<file path="config.mk">
export PLATFORM = sky130hd
export DESIGN_NAME = axi_lite_fifo_slave
export DESIGN_NICKNAME = d
export VERILOG_FILES = /design/src/rtl/axi_lite_fifo_slave_pkg.sv /design/src/rtl/axi_lite_fifo_slave_sync_fifo.sv /design/src/rtl/axi_lite_fifo_slave.sv
export SDC_FILE = /design/constraint.sdc
export NUM_CORES = 1
export LEC_CHECK = 0
export CORE_UTILIZATION = 34
export CTS_CLUSTER_DIAMETER = 40
export DETAILED_ROUTE_END_ITERATION = 12
export PLACE_DENSITY = 0.57
export SLEW_MARGIN = 15
export SYNTH_ARGS = -nofsm -noshare
export SYNTH_HDL_FRONTEND = slang
export SYNTH_SLANG_ARGS = --single-unit
</file>
<file path="constraint.sdc">
create_clock -name ACLK -period 4.8 [get_ports ACLK]
set_input_delay 1.44 -clock ACLK [delete_from_list [all_inputs] [get_ports ACLK]]
set_output_delay 1.44 -clock ACLK [all_outputs]
set_load 0.02 [all_outputs]
</file>
<file path="src/rtl/axi_lite_fifo_slave_pkg.sv">
// Shared types and constants for the AXI4-Lite FIFO slave: response codes,
// register offsets and the STATUS register layout.
package axi_lite_fifo_slave_pkg;

  // Widest-case containers; modules slice these to their parameter widths.
  typedef logic [31:0] addr_t;
  typedef logic [63:0] data_t;
  typedef logic [7:0]  strb_t;
  typedef logic [1:0]  resp_t;

  localparam resp_t RESP_OKAY   = 2'b00;
  localparam resp_t RESP_SLVERR = 2'b10;
  localparam resp_t RESP_DECERR = 2'b11;

  localparam logic [7:0] REG_TXDATA = 8'h00;
  localparam logic [7:0] REG_RXDATA = 8'h04;
  localparam logic [7:0] REG_STATUS = 8'h08;
  localparam logic [7:0] REG_CTRL   = 8'h0C;

  typedef struct packed {
    logic [7:0] rsvd_hi;
    logic [7:0] rx_count;
    logic [7:0] tx_count;
    logic [2:0] rsvd_lo;
    logic       irq;
    logic       rx_empty;
    logic       rx_full;
    logic       tx_empty;
    logic       tx_full;
  } status_t;

endpackage

</file>
<file path="src/rtl/axi_lite_fifo_slave_sync_fifo.sv">
// Single-clock first-word fall-through FIFO with flush; flush wins over
// any same-cycle push or pop. Storage is not reset, only pointers/count.
module axi_lite_sync_fifo #(
  parameter int WIDTH = 32,
  parameter int DEPTH = 16
) (
  input  logic                     clk,
  input  logic                     rst,
  input  logic                     push,
  input  logic                     pop,
  input  logic                     flush,
  input  logic [WIDTH-1:0]         din,
  output logic [WIDTH-1:0]         dout,
  output logic                     full,
  output logic                     empty,
  output logic [$clog2(DEPTH):0]   count
);
  localparam int PW = $clog2(DEPTH);
  localparam int CW = PW + 1;

  logic [WIDTH-1:0] mem [DEPTH];
  logic [PW-1:0]    wr_ptr_q, wr_ptr_d, rd_ptr_q, rd_ptr_d;
  logic [CW-1:0]    count_q, count_d;
  logic             do_push, do_pop;

  assign full    = (count_q == CW'(DEPTH));
  assign empty   = (count_q == '0);
  assign count   = count_q;
  assign dout    = mem[rd_ptr_q];
  assign do_push = push & ~full;
  assign do_pop  = pop & ~empty;

  always_comb begin
    wr_ptr_d = wr_ptr_q;
    rd_ptr_d = rd_ptr_q;
    count_d  = count_q + CW'(do_push) - CW'(do_pop);
    if (do_push) wr_ptr_d = wr_ptr_q + 1'b1;
    if (do_pop)  rd_ptr_d = rd_ptr_q + 1'b1;
    if (flush) begin
      wr_ptr_d = '0;
      rd_ptr_d = '0;
      count_d  = '0;
    end
  end

  always_ff @(posedge clk or posedge rst) begin
    if (rst) begin
      wr_ptr_q <= '0;
      rd_ptr_q <= '0;
      count_q  <= '0;
    end else begin
      wr_ptr_q <= wr_ptr_d;
      rd_ptr_q <= rd_ptr_d;
      count_q  <= count_d;
    end
  end

  always_ff @(posedge clk) begin
    if (do_push) mem[wr_ptr_q] <= din;
  end

endmodule

</file>
<file path="src/rtl/axi_lite_fifo_slave.sv">
// AXI4-Lite slave bridging register accesses to a TX and an RX FIFO.
// Optional interrupt output enabled by defining AXI_LITE_FIFO_IRQ_EN.
module axi_lite_fifo_slave
  import axi_lite_fifo_slave_pkg::*;
#(
  parameter int ADDR_WIDTH = 32,
  parameter int DATA_WIDTH = 32,
  parameter int FIFO_DEPTH = 16
) (
  input  logic                    ACLK,
  input  logic                    ARESET,
  input  logic [ADDR_WIDTH-1:0]   AWADDR,
  input  logic                    AWVALID,
  output logic                    AWREADY,
  input  logic [DATA_WIDTH-1:0]   WDATA,
  input  logic [DATA_WIDTH/8-1:0] WSTRB,
  input  logic                    WVALID,
  output logic                    WREADY,
  output logic [1:0]              BRESP,
  output logic                    BVALID,
  input  logic                    BREADY,
  input  logic [ADDR_WIDTH-1:0]   ARADDR,
  input  logic                    ARVALID,
  output logic                    ARREADY,
  output logic [DATA_WIDTH-1:0]   RDATA,
  output logic [1:0]              RRESP,
  output logic                    RVALID,
  input  logic                    RREADY,
  output logic [DATA_WIDTH-1:0]   tx_data,
  output logic                    tx_valid,
  input  logic                    tx_ready,
  input  logic [DATA_WIDTH-1:0]   rx_data,
  input  logic                    rx_valid,
  output logic                    rx_ready
`ifdef AXI_LITE_FIFO_IRQ_EN
  ,
  output logic                    irq
`endif
);
  localparam int CW = $clog2(FIFO_DEPTH) + 1;

  logic                  tx_full, tx_empty, rx_full, rx_empty;
  logic [CW-1:0]         tx_count, rx_count;
  logic [DATA_WIDTH-1:0] tx_head, rx_head;
  logic                  tx_push, rx_pop, ctrl_wr;
  logic                  wr_hs, rd_hs;
  logic [ADDR_WIDTH-1:0] aw_word, ar_word;

  logic                  bvalid_q, rvalid_q;
  resp_t                 bresp_q, bresp_d, rresp_q, rresp_d;
  logic [DATA_WIDTH-1:0] rdata_q, rdata_d, ctrl_rd;
  logic                  tx_flush_q, rx_flush_q;
  status_t               status;
  logic                  irq_bit;

  logic unused_bits;
  assign unused_bits = ^{AWADDR[1:0], ARADDR[1:0], WSTRB[DATA_WIDTH/8-1:1]};

  // Byte-lane bits of the address are ignored by forcing them to zero.
  assign aw_word = {AWADDR[ADDR_WIDTH-1:2], 2'b00};
  assign ar_word = {ARADDR[ADDR_WIDTH-1:2], 2'b00};

  assign wr_hs   = AWVALID & WVALID & ~bvalid_q & ~ARESET;
  assign rd_hs   = ARVALID & ~rvalid_q & ~ARESET;
  assign AWREADY = wr_hs;
  assign WREADY  = wr_hs;
  assign ARREADY = rd_hs;
  assign BVALID  = bvalid_q;
  assign BRESP   = bresp_q;
  assign RVALID  = rvalid_q;
  assign RRESP   = rresp_q;
  assign RDATA   = rdata_q;

  assign tx_valid = ~tx_empty;
  assign tx_data  = tx_empty ? '0 : tx_head;
  assign rx_ready = ~rx_full & ~ARESET;

  always_comb begin
    bresp_d = RESP_OKAY;
    tx_push = 1'b0;
    ctrl_wr = 1'b0;
    if (aw_word == ADDR_WIDTH'(REG_TXDATA)) begin
      if (tx_full) bresp_d = RESP_SLVERR;
      else         tx_push = wr_hs;
    end else if (aw_word == ADDR_WIDTH'(REG_CTRL)) begin
      ctrl_wr = wr_hs & WSTRB[0];
    end else if (aw_word == ADDR_WIDTH'(REG_STATUS) || aw_word == ADDR_WIDTH'(REG_RXDATA)) begin
      bresp_d = RESP_SLVERR;
    end else begin
      bresp_d = RESP_DECERR;
    end
  end

  always_comb begin
    status          = '0;
    status.tx_full  = tx_full;
    status.tx_empty = tx_empty;
    status.rx_full  = rx_full;
    status.rx_empty = rx_empty;
    status.tx_count = 8'(tx_count);
    status.rx_count = 8'(rx_count);
    status.irq      = irq_bit;
  end

  always_comb begin
    rdata_d = '0;
    rresp_d = RESP_OKAY;
    rx_pop  = 1'b0;
    if (ar_word == ADDR_WIDTH'(REG_RXDATA)) begin
      if (rx_empty) begin
        rresp_d = RESP_SLVERR;
      end else begin
        rdata_d = rx_head;
        rx_pop  = rd_hs;
      end
    end else if (ar_word == ADDR_WIDTH'(REG_STATUS)) begin
      rdata_d = DATA_WIDTH'(status);
    end else if (ar_word == ADDR_WIDTH'(REG_CTRL)) begin
      rdata_d = ctrl_rd;
    end else if (ar_word == ADDR_WIDTH'(REG_TXDATA)) begin
      rresp_d = RESP_SLVERR;
    end else begin
      rresp_d = RESP_DECERR;
    end
  end

  // Flush requests are registered so the FIFO empties on the edge after the
  // CTRL write handshake; they self-clear one cycle later.
  always_ff @(posedge ACLK or posedge ARESET) begin
    if (ARESET) begin
      bvalid_q   <= 1'b0;
      bresp_q    <= RESP_OKAY;
      rvalid_q   <= 1'b0;
      rresp_q    <= RESP_OKAY;
      rdata_q    <= '0;
      tx_flush_q <= 1'b0;
      rx_flush_q <= 1'b0;
    end else begin
      if (wr_hs) begin
        bvalid_q <= 1'b1;
        bresp_q  <= bresp_d;
      end else if (BREADY) begin
        bvalid_q <= 1'b0;
      end
      if (rd_hs) begin
        rvalid_q <= 1'b1;
        rresp_q  <= rresp_d;
        rdata_q  <= rdata_d;
      end else if (RREADY) begin
        rvalid_q <= 1'b0;
      end
      tx_flush_q <= ctrl_wr & WDATA[0];
      rx_flush_q <= ctrl_wr & WDATA[1];
    end
  end

`ifdef AXI_LITE_FIFO_IRQ_EN
  logic [1:0] irq_en_q;  // [1] tx_empty enable, [0] rx_nonempty enable
  logic       irq_q;

  always_ff @(posedge ACLK or posedge ARESET) begin
    if (ARESET) begin
      irq_en_q <= 2'b00;
      irq_q    <= 1'b0;
    end else begin
      if (ctrl_wr) irq_en_q <= WDATA[9:8];
      irq_q <= (irq_en_q[0] & ~rx_empty) | (irq_en_q[1] & tx_empty);
    end
  end

  assign irq     = irq_q;
  assign irq_bit = irq_q;
  always_comb begin
    ctrl_rd      = '0;
    ctrl_rd[9:8] = irq_en_q;
  end
`else
  assign irq_bit = 1'b0;
  assign ctrl_rd = '0;
`endif

  axi_lite_sync_fifo #(.WIDTH(DATA_WIDTH), .DEPTH(FIFO_DEPTH)) u_tx_fifo (
    .clk   (ACLK),
    .rst   (ARESET),
    .push  (tx_push),
    .pop   (tx_valid & tx_ready),
    .flush (tx_flush_q),
    .din   (WDATA),
    .dout  (tx_head),
    .full  (tx_full),
    .empty (tx_empty),
    .count (tx_count)
  );

  axi_lite_sync_fifo #(.WIDTH(DATA_WIDTH), .DEPTH(FIFO_DEPTH)) u_rx_fifo (
    .clk   (ACLK),
    .rst   (ARESET),
    .push  (rx_valid & ~rx_full),
    .pop   (rx_pop),
    .flush (rx_flush_q),
    .din   (rx_data),
    .dout  (rx_head),
    .full  (rx_full),
    .empty (rx_empty),
    .count (rx_count)
  );

endmodule

</file>
==> report_table.html <==
<table>
<tr><th>Metric</th><th>Value</th></tr>
<tr><th colspan="2">Outcome</th></tr>
<tr><td>Status</td><td>complete, no violations</td></tr>
<tr><th colspan="2">Global route</th></tr>
<tr><td>Via count of the first global-routing pass</td><td>21900</td></tr>
<tr><td>Number of antenna violations at the first check in global routing</td><td>21</td></tr>
<tr><td>Wire length of the first global-routing pass</td><td>151000 um</td></tr>
<tr><td>Aggregate global routing overflow</td><td>0</td></tr>
<tr><td>Pin count of the biggest net entering global routing</td><td>70</td></tr>
<tr><td>Global-route usage over all layers</td><td>16.8%</td></tr>
<tr><th colspan="2">Pwr</th></tr>
<tr><td>Post-route total power</td><td>27.0 mW</td></tr>
<tr><td>Cell Pwr Density</td><td>520 nW/um^2</td></tr>
<tr><td>Power spent charging and discharging nets</td><td>6.99 mW</td></tr>
<tr><td>Sw Share</td><td>25.9%</td></tr>
<tr><td>Sequential group share of total power</td><td>41.6%</td></tr>
<tr><td>Internal portion of total power</td><td>20.0 mW</td></tr>
<tr><td>Highest ir drop seen on vdd</td><td>0.404 mV</td></tr>
<tr><td>Cell leakage power</td><td>16.6 nW</td></tr>
<tr><td>Comb power frac</td><td>19.2%</td></tr>
<tr><td>Share of power burned in the clock network</td><td>39.1%</td></tr>
<tr><th colspan="2">Clocking</th></tr>
<tr><td>Clock sink total</td><td>1090</td></tr>
<tr><td>CTS tree</td><td>built</td></tr>
<tr><td>Largest buffer count on any clock path</td><td>3</td></tr>
<tr><td>Clock Pin Slew Worst Setup and Hold Paths</td><td>0.05 ns</td></tr>
<tr><td>CTS Root Buffer Type</td><td>sky130_fd_sc_hd__clkbuf_16</td></tr>
<tr><td>Max H-tree Level</td><td>4</td></tr>
<tr><td>Worst-skew pair later-pin latency</td><td>0.74 ns</td></tr>
<tr><td>CTS Hold Buffers Added</td><td>0</td></tr>
<tr><td>Number of buffers inserted during clock tree synthesis</td><td>140</td></tr>
<tr><th colspan="2">STA</th></tr>
<tr><td>RSZ-0062 raised after global routing</td><td>no</td></tr>
<tr><td>Max-slew violation count</td><td>0</td></tr>
<tr><td>Setup-failing EPs final</td><td>0</td></tr>
<tr><td>Final-layout setup total negative slack</td><td>0 ns</td></tr>
<tr><td>Fin crit share</td><td>97.5%</td></tr>
<tr><td>Maximum achievable frequency</td><td>214 MHz</td></tr>
<tr><td>Worst clock skew on the final layout</td><td>0.0196 ns</td></tr>
<tr><td>Slew headroom</td><td>23.2%</td></tr>
<tr><td>Final critical delay including setup and external delays</td><td>4.68 ns</td></tr>
<tr><td>Number of hold violations in the final report</td><td>0</td></tr>
<tr><td>Transition time at the pin with the least slew margin</td><td>1.15 ns</td></tr>
<tr><th colspan="2">Hold path</th></tr>
<tr><td>Min-delay src</td><td>RDATA[16]$_DFFE_PP0P_</td></tr>
<tr><td>Type of the tightest min-delay check</td><td>reg -&gt; reg</td></tr>
<tr><td>Number of cells traversed by the worst hold path</td><td>2</td></tr>
<tr><td>Hold worst-path end</td><td>RDATA[16]$_DFFE_PP0P_</td></tr>
<tr><th colspan="2">Layout</th></tr>
<tr><td>Most common cell after layout, fill and taps aside</td><td>sky130_fd_sc_hd__edfxtp_1</td></tr>
<tr><td>Fillcell total</td><td>10600</td></tr>
<tr><td>Filler-free cell count of the finished design</td><td>3975</td></tr>
<tr><td>Combined area of the multi-input logic cells</td><td>9310 um^2</td></tr>
<tr><td>Commonest cells after routing, fill and taps aside</td><td>1024 x sky130_fd_sc_hd__edfxtp_1, 288 x sky130_fd_sc_hd__mux4_2, 178 x sky130_fd_sc_hd__clkdlybuf4s50_1, 141 x sky130_fd_sc_hd__clkbuf_16, 60 x sky130_fd_sc_hd__dfrtp_1</td></tr>
<tr><td>Final standard cell area without fillers</td><td>51900 um^2</td></tr>
<tr><td>Nets</td><td>2397</td></tr>
<tr><td>Core utilization of the finished layout</td><td>42.4%</td></tr>
<tr><td>Sequential cell area</td><td>32400 um^2</td></tr>
<tr><td>Post-synthesis to final-layout area growth</td><td>22.9%</td></tr>
<tr><td>Share of post-route cells with drive strength above 1</td><td>27.7%</td></tr>
<tr><th colspan="2">Synth</th></tr>
<tr><td>Post-synth top flop</td><td>sky130_fd_sc_hd__edfxtp_1</td></tr>
<tr><td>Async set-or-reset flop fraction in the synthesized netlist</td><td>6.06%</td></tr>
<tr><td>Cell type with the highest aggregate area in the netlist</td><td>sky130_fd_sc_hd__edfxtp_1</td></tr>
<tr><td>Post-synthesis instance total</td><td>1892</td></tr>
<tr><td>Leading post-synthesis cells by cell area</td><td>sky130_fd_sc_hd__edfxtp_1 73%, sky130_fd_sc_hd__mux4_2 15%, sky130_fd_sc_hd__dfrtp_1 3.9%</td></tr>
<tr><td>Flip-flop and latch count after synthesis</td><td>1090</td></tr>
<tr><td>Number of synthesized flops with an enable pin</td><td>1024</td></tr>
<tr><td>Top cell type's share of synthesized area</td><td>72.9%</td></tr>
<tr><td>Cell area after technology mapping</td><td>42200 um^2</td></tr>
<tr><td>Synthesized area per cell</td><td>22.3 um^2</td></tr>
<tr><td>Yosys warns</td><td>0</td></tr>
<tr><td>Part of the Yosys area used for sequential elements</td><td>76.8%</td></tr>
<tr><td>Library cells used by synthesis</td><td>56</td></tr>
<tr><td>Synthesized netlist net count</td><td>2057</td></tr>
<tr><th colspan="2">Floorplanning</th></tr>
<tr><td>Vertical die dimension</td><td>354 um</td></tr>
<tr><td>Standard cell core area</td><td>123000 um^2</td></tr>
<tr><td>Initial core utilization</td><td>34.4%</td></tr>
<tr><td>Width of the die</td><td>354 um</td></tr>
<tr><td>Die outline area</td><td>126000 um^2</td></tr>
<tr><td>I/O pin cnt</td><td>216</td></tr>
<tr><td>Site row count</td><td>128</td></tr>
<tr><th colspan="2">Worst setup path</th></tr>
<tr><td>Launch instance of the worst register-to-register path</td><td>u_tx_fifo.count[2]$_DFF_PP0_</td></tr>
<tr><td>Series of cell instances along the critical path</td><td>buf_12, mux4_2, mux4_2, and2_1, clkdlybuf4s50_1</td></tr>
<tr><td>Worst EP required</td><td>3.36 ns</td></tr>
<tr><td>Crit-path most repeated cell</td><td>sky130_fd_sc_hd__mux4_2</td></tr>
<tr><td>Worst Path Class, Setup</td><td>reg -&gt; out</td></tr>
<tr><td>Critical Path Max Stage Delay</td><td>0.71 ns</td></tr>
<tr><td>Crit path max-delay family</td><td>buffers and inverters</td></tr>
<tr><td>Slack of the worst reg-to-reg path</td><td>0.94 ns</td></tr>
<tr><td>R2R cell count</td><td>13</td></tr>
<tr><td>Kind of capture point of the worst setup path</td><td>output pin</td></tr>
<tr><td>Buf/Inv on CP</td><td>2</td></tr>
<tr><td>End of the worst register-to-register path</td><td>u_tx_fifo.count[4]$_DFF_PP0_</td></tr>
<tr><td>Critical Path Start Type</td><td>flop</td></tr>
<tr><td>Worst EP arrival</td><td>3.24 ns</td></tr>
<tr><td>Cell with the largest stage delay on the worst path</td><td>sky130_fd_sc_hd__dfrtp_4</td></tr>
<tr><td>Worst Path Max Fanout</td><td>33</td></tr>
<tr><th colspan="2">Route</th></tr>
<tr><td>DRC viols</td><td>0</td></tr>
<tr><td>Detailed-route via count</td><td>20600</td></tr>
<tr><td>Aggregate routed wire length</td><td>104000 um</td></tr>
<tr><td>Initial DRT Pass Iterations</td><td>6</td></tr>
<tr><td>Post-detailed-route via-to-cell ratio</td><td>5.19</td></tr>
<tr><td>Antenna-violating nets left</td><td>0</td></tr>
<tr><td>Starting DRT DRC Count</td><td>1869</td></tr>
<tr><td>Detailed-route wire length per cell</td><td>26.3 um</td></tr>
<tr><th colspan="2">Place</th></tr>
<tr><td>Placed instance area</td><td>47000 um^2</td></tr>
<tr><td>Last weighted congestion value of the routability-driven placer</td><td>0.790</td></tr>
<tr><td>Number of buffers inserted by port buffering</td><td>208</td></tr>
<tr><td>Placed instance count</td><td>3709</td></tr>
<tr><td>Post-detailed-placement half-perimeter wirelength</td><td>59100 um</td></tr>
<tr><th colspan="2">Flow run</th></tr>
<tr><td>Max Cap Viol</td><td>0</td></tr>
</table>
==> final cells by class <==
type | count | share of cell area, %
sequential | 1090 | 62.5
multi-input combinational | 672 | 17.9
clock buffer | 169 | 7.06
timing repair buffer | 299 | 6.28
tap | 1625 | 3.92
clock inverter | 86 | 2.09
inverter | 29 | 0.217
antenna | 5 | 0.0241
==> tightest hold or removal path: cells and delay by family, from the launching register on <==
kind | cells | cell delay, ns
and+or+nand+nor | 1 | 0.05
AOI/OAI and AO/OA | 1 | 0.06
DFF | 1 | 0.34
==> state kept, by name, indices dropped and copies added, names as in the netlist, 2 cells and up <==
signal              flops
u_rx_fifo.count         5
u_tx_fifo.rd_ptr_q      4
RRESP                   2
u_tx_fifo.wr_ptr_q      4
u_tx_fifo.count         5
RDATA                  32
u_tx_fifo.mem         512
BRESP                   2
u_rx_fifo.wr_ptr_q      4
u_rx_fifo.rd_ptr_q      4
u_rx_fifo.mem         512
==> how the worst max path moves through the flow <==
stage	start	depth (start not counted)	end
CTS	u_tx_fifo.rd_ptr_q[1]$_DFFE_PP0P_	5	tx_data[30]
global route	u_tx_fifo.rd_ptr_q[1]$_DFFE_PP0P_	5	tx_data[30]
finish	u_tx_fifo.rd_ptr_q[1]$_DFFE_PP0P_	5	tx_data[30]
global placement	ARADDR[13]	14	u_rx_fifo.count[4]$_DFF_PP0_
floorplan	rx_valid	2	u_rx_fifo.mem[0][0]$_DFFE_PP_
detailed placement	ARADDR[13]	14	u_rx_fifo.count[4]$_DFF_PP0_
==> repair_timing <==
action | in CTS | in global routing
buffers inserted | 4 | 0
setup endpoints to repair | 32 | 0
gates resized for setup | 32 | 0
==> kinds of logic (layout without fill, tap and decap cells) <==
kind of cell,after synthesis,in the layout,synth area share [%]
adder cells (fa/ha/maj),24,24,0.747
buffers and inverters,130,583,1.46
multiplexers,293,293,15.5
flip-flops,1090,1090,76.8
XOR/XNOR,11,11,0.228
AND/OR/NAND/NOR,223,223,3.07
AO/OA/AOI/OAI,121,121,2.22
other,0,5,0
==> synth_stat cells (11+ instances only) <==
cell	n
sky130_fd_sc_hd__and2_1	44
sky130_fd_sc_hd__nor2b_1	13
sky130_fd_sc_hd__buf_1	14
sky130_fd_sc_hd__nor2_1	39
sky130_fd_sc_hd__nor4_1	21
sky130_fd_sc_hd__edfxtp_1	1024
sky130_fd_sc_hd__buf_2	24
sky130_fd_sc_hd__dfrtp_1	66
sky130_fd_sc_hd__ha_1	22
sky130_fd_sc_hd__nand3_1	11
sky130_fd_sc_hd__buf_6	11
sky130_fd_sc_hd__a22o_1	36
sky130_fd_sc_hd__mux4_2	288
sky130_fd_sc_hd__nand2_1	37
sky130_fd_sc_hd__inv_1	27
sky130_fd_sc_hd__a22oi_1	40
sky130_fd_sc_hd__and4_1	12
sky130_fd_sc_hd__clkbuf_1	48
==> stage by stage <==
stage	setup slack, ns	hold WS [ns]
floorplan	-0.337	0.482
global placement	0.173	0.484
detailed placement	0.267	0.483
CTS	0.0422	0.494
global route	0.00984	0.524
finish	0.119	0.489
==> per-layer routing <==
layer / global-route usage [%] / up-vias / wire length (um)
li1: - / 8755 / -
met2: 28.6 / 626 / 53200
met4: 4.62 / 28 / 2030
met1: 20.9 / 11100 / 41500
met3: 4.55 / 176 / 7530
met5: 0 / - / 184
==> power groups by stage <==
| stage | Clock (mW) | Combinational, mW | Sequential, mW |
|---|---|---|---|
| finish | 10.6 | 5.19 | 11.2 |
| detailed placement | 0 | 5.21 | 11.5 |
| global route | 11.1 | 5.56 | 11.3 |
| global placement | 0 | 5.12 | 11.5 |
| CTS | 10.8 | 5.32 | 11.2 |
| floorplan | 0 | 3.41 | 11.2 |
Power figures use the tool's default switching activity.
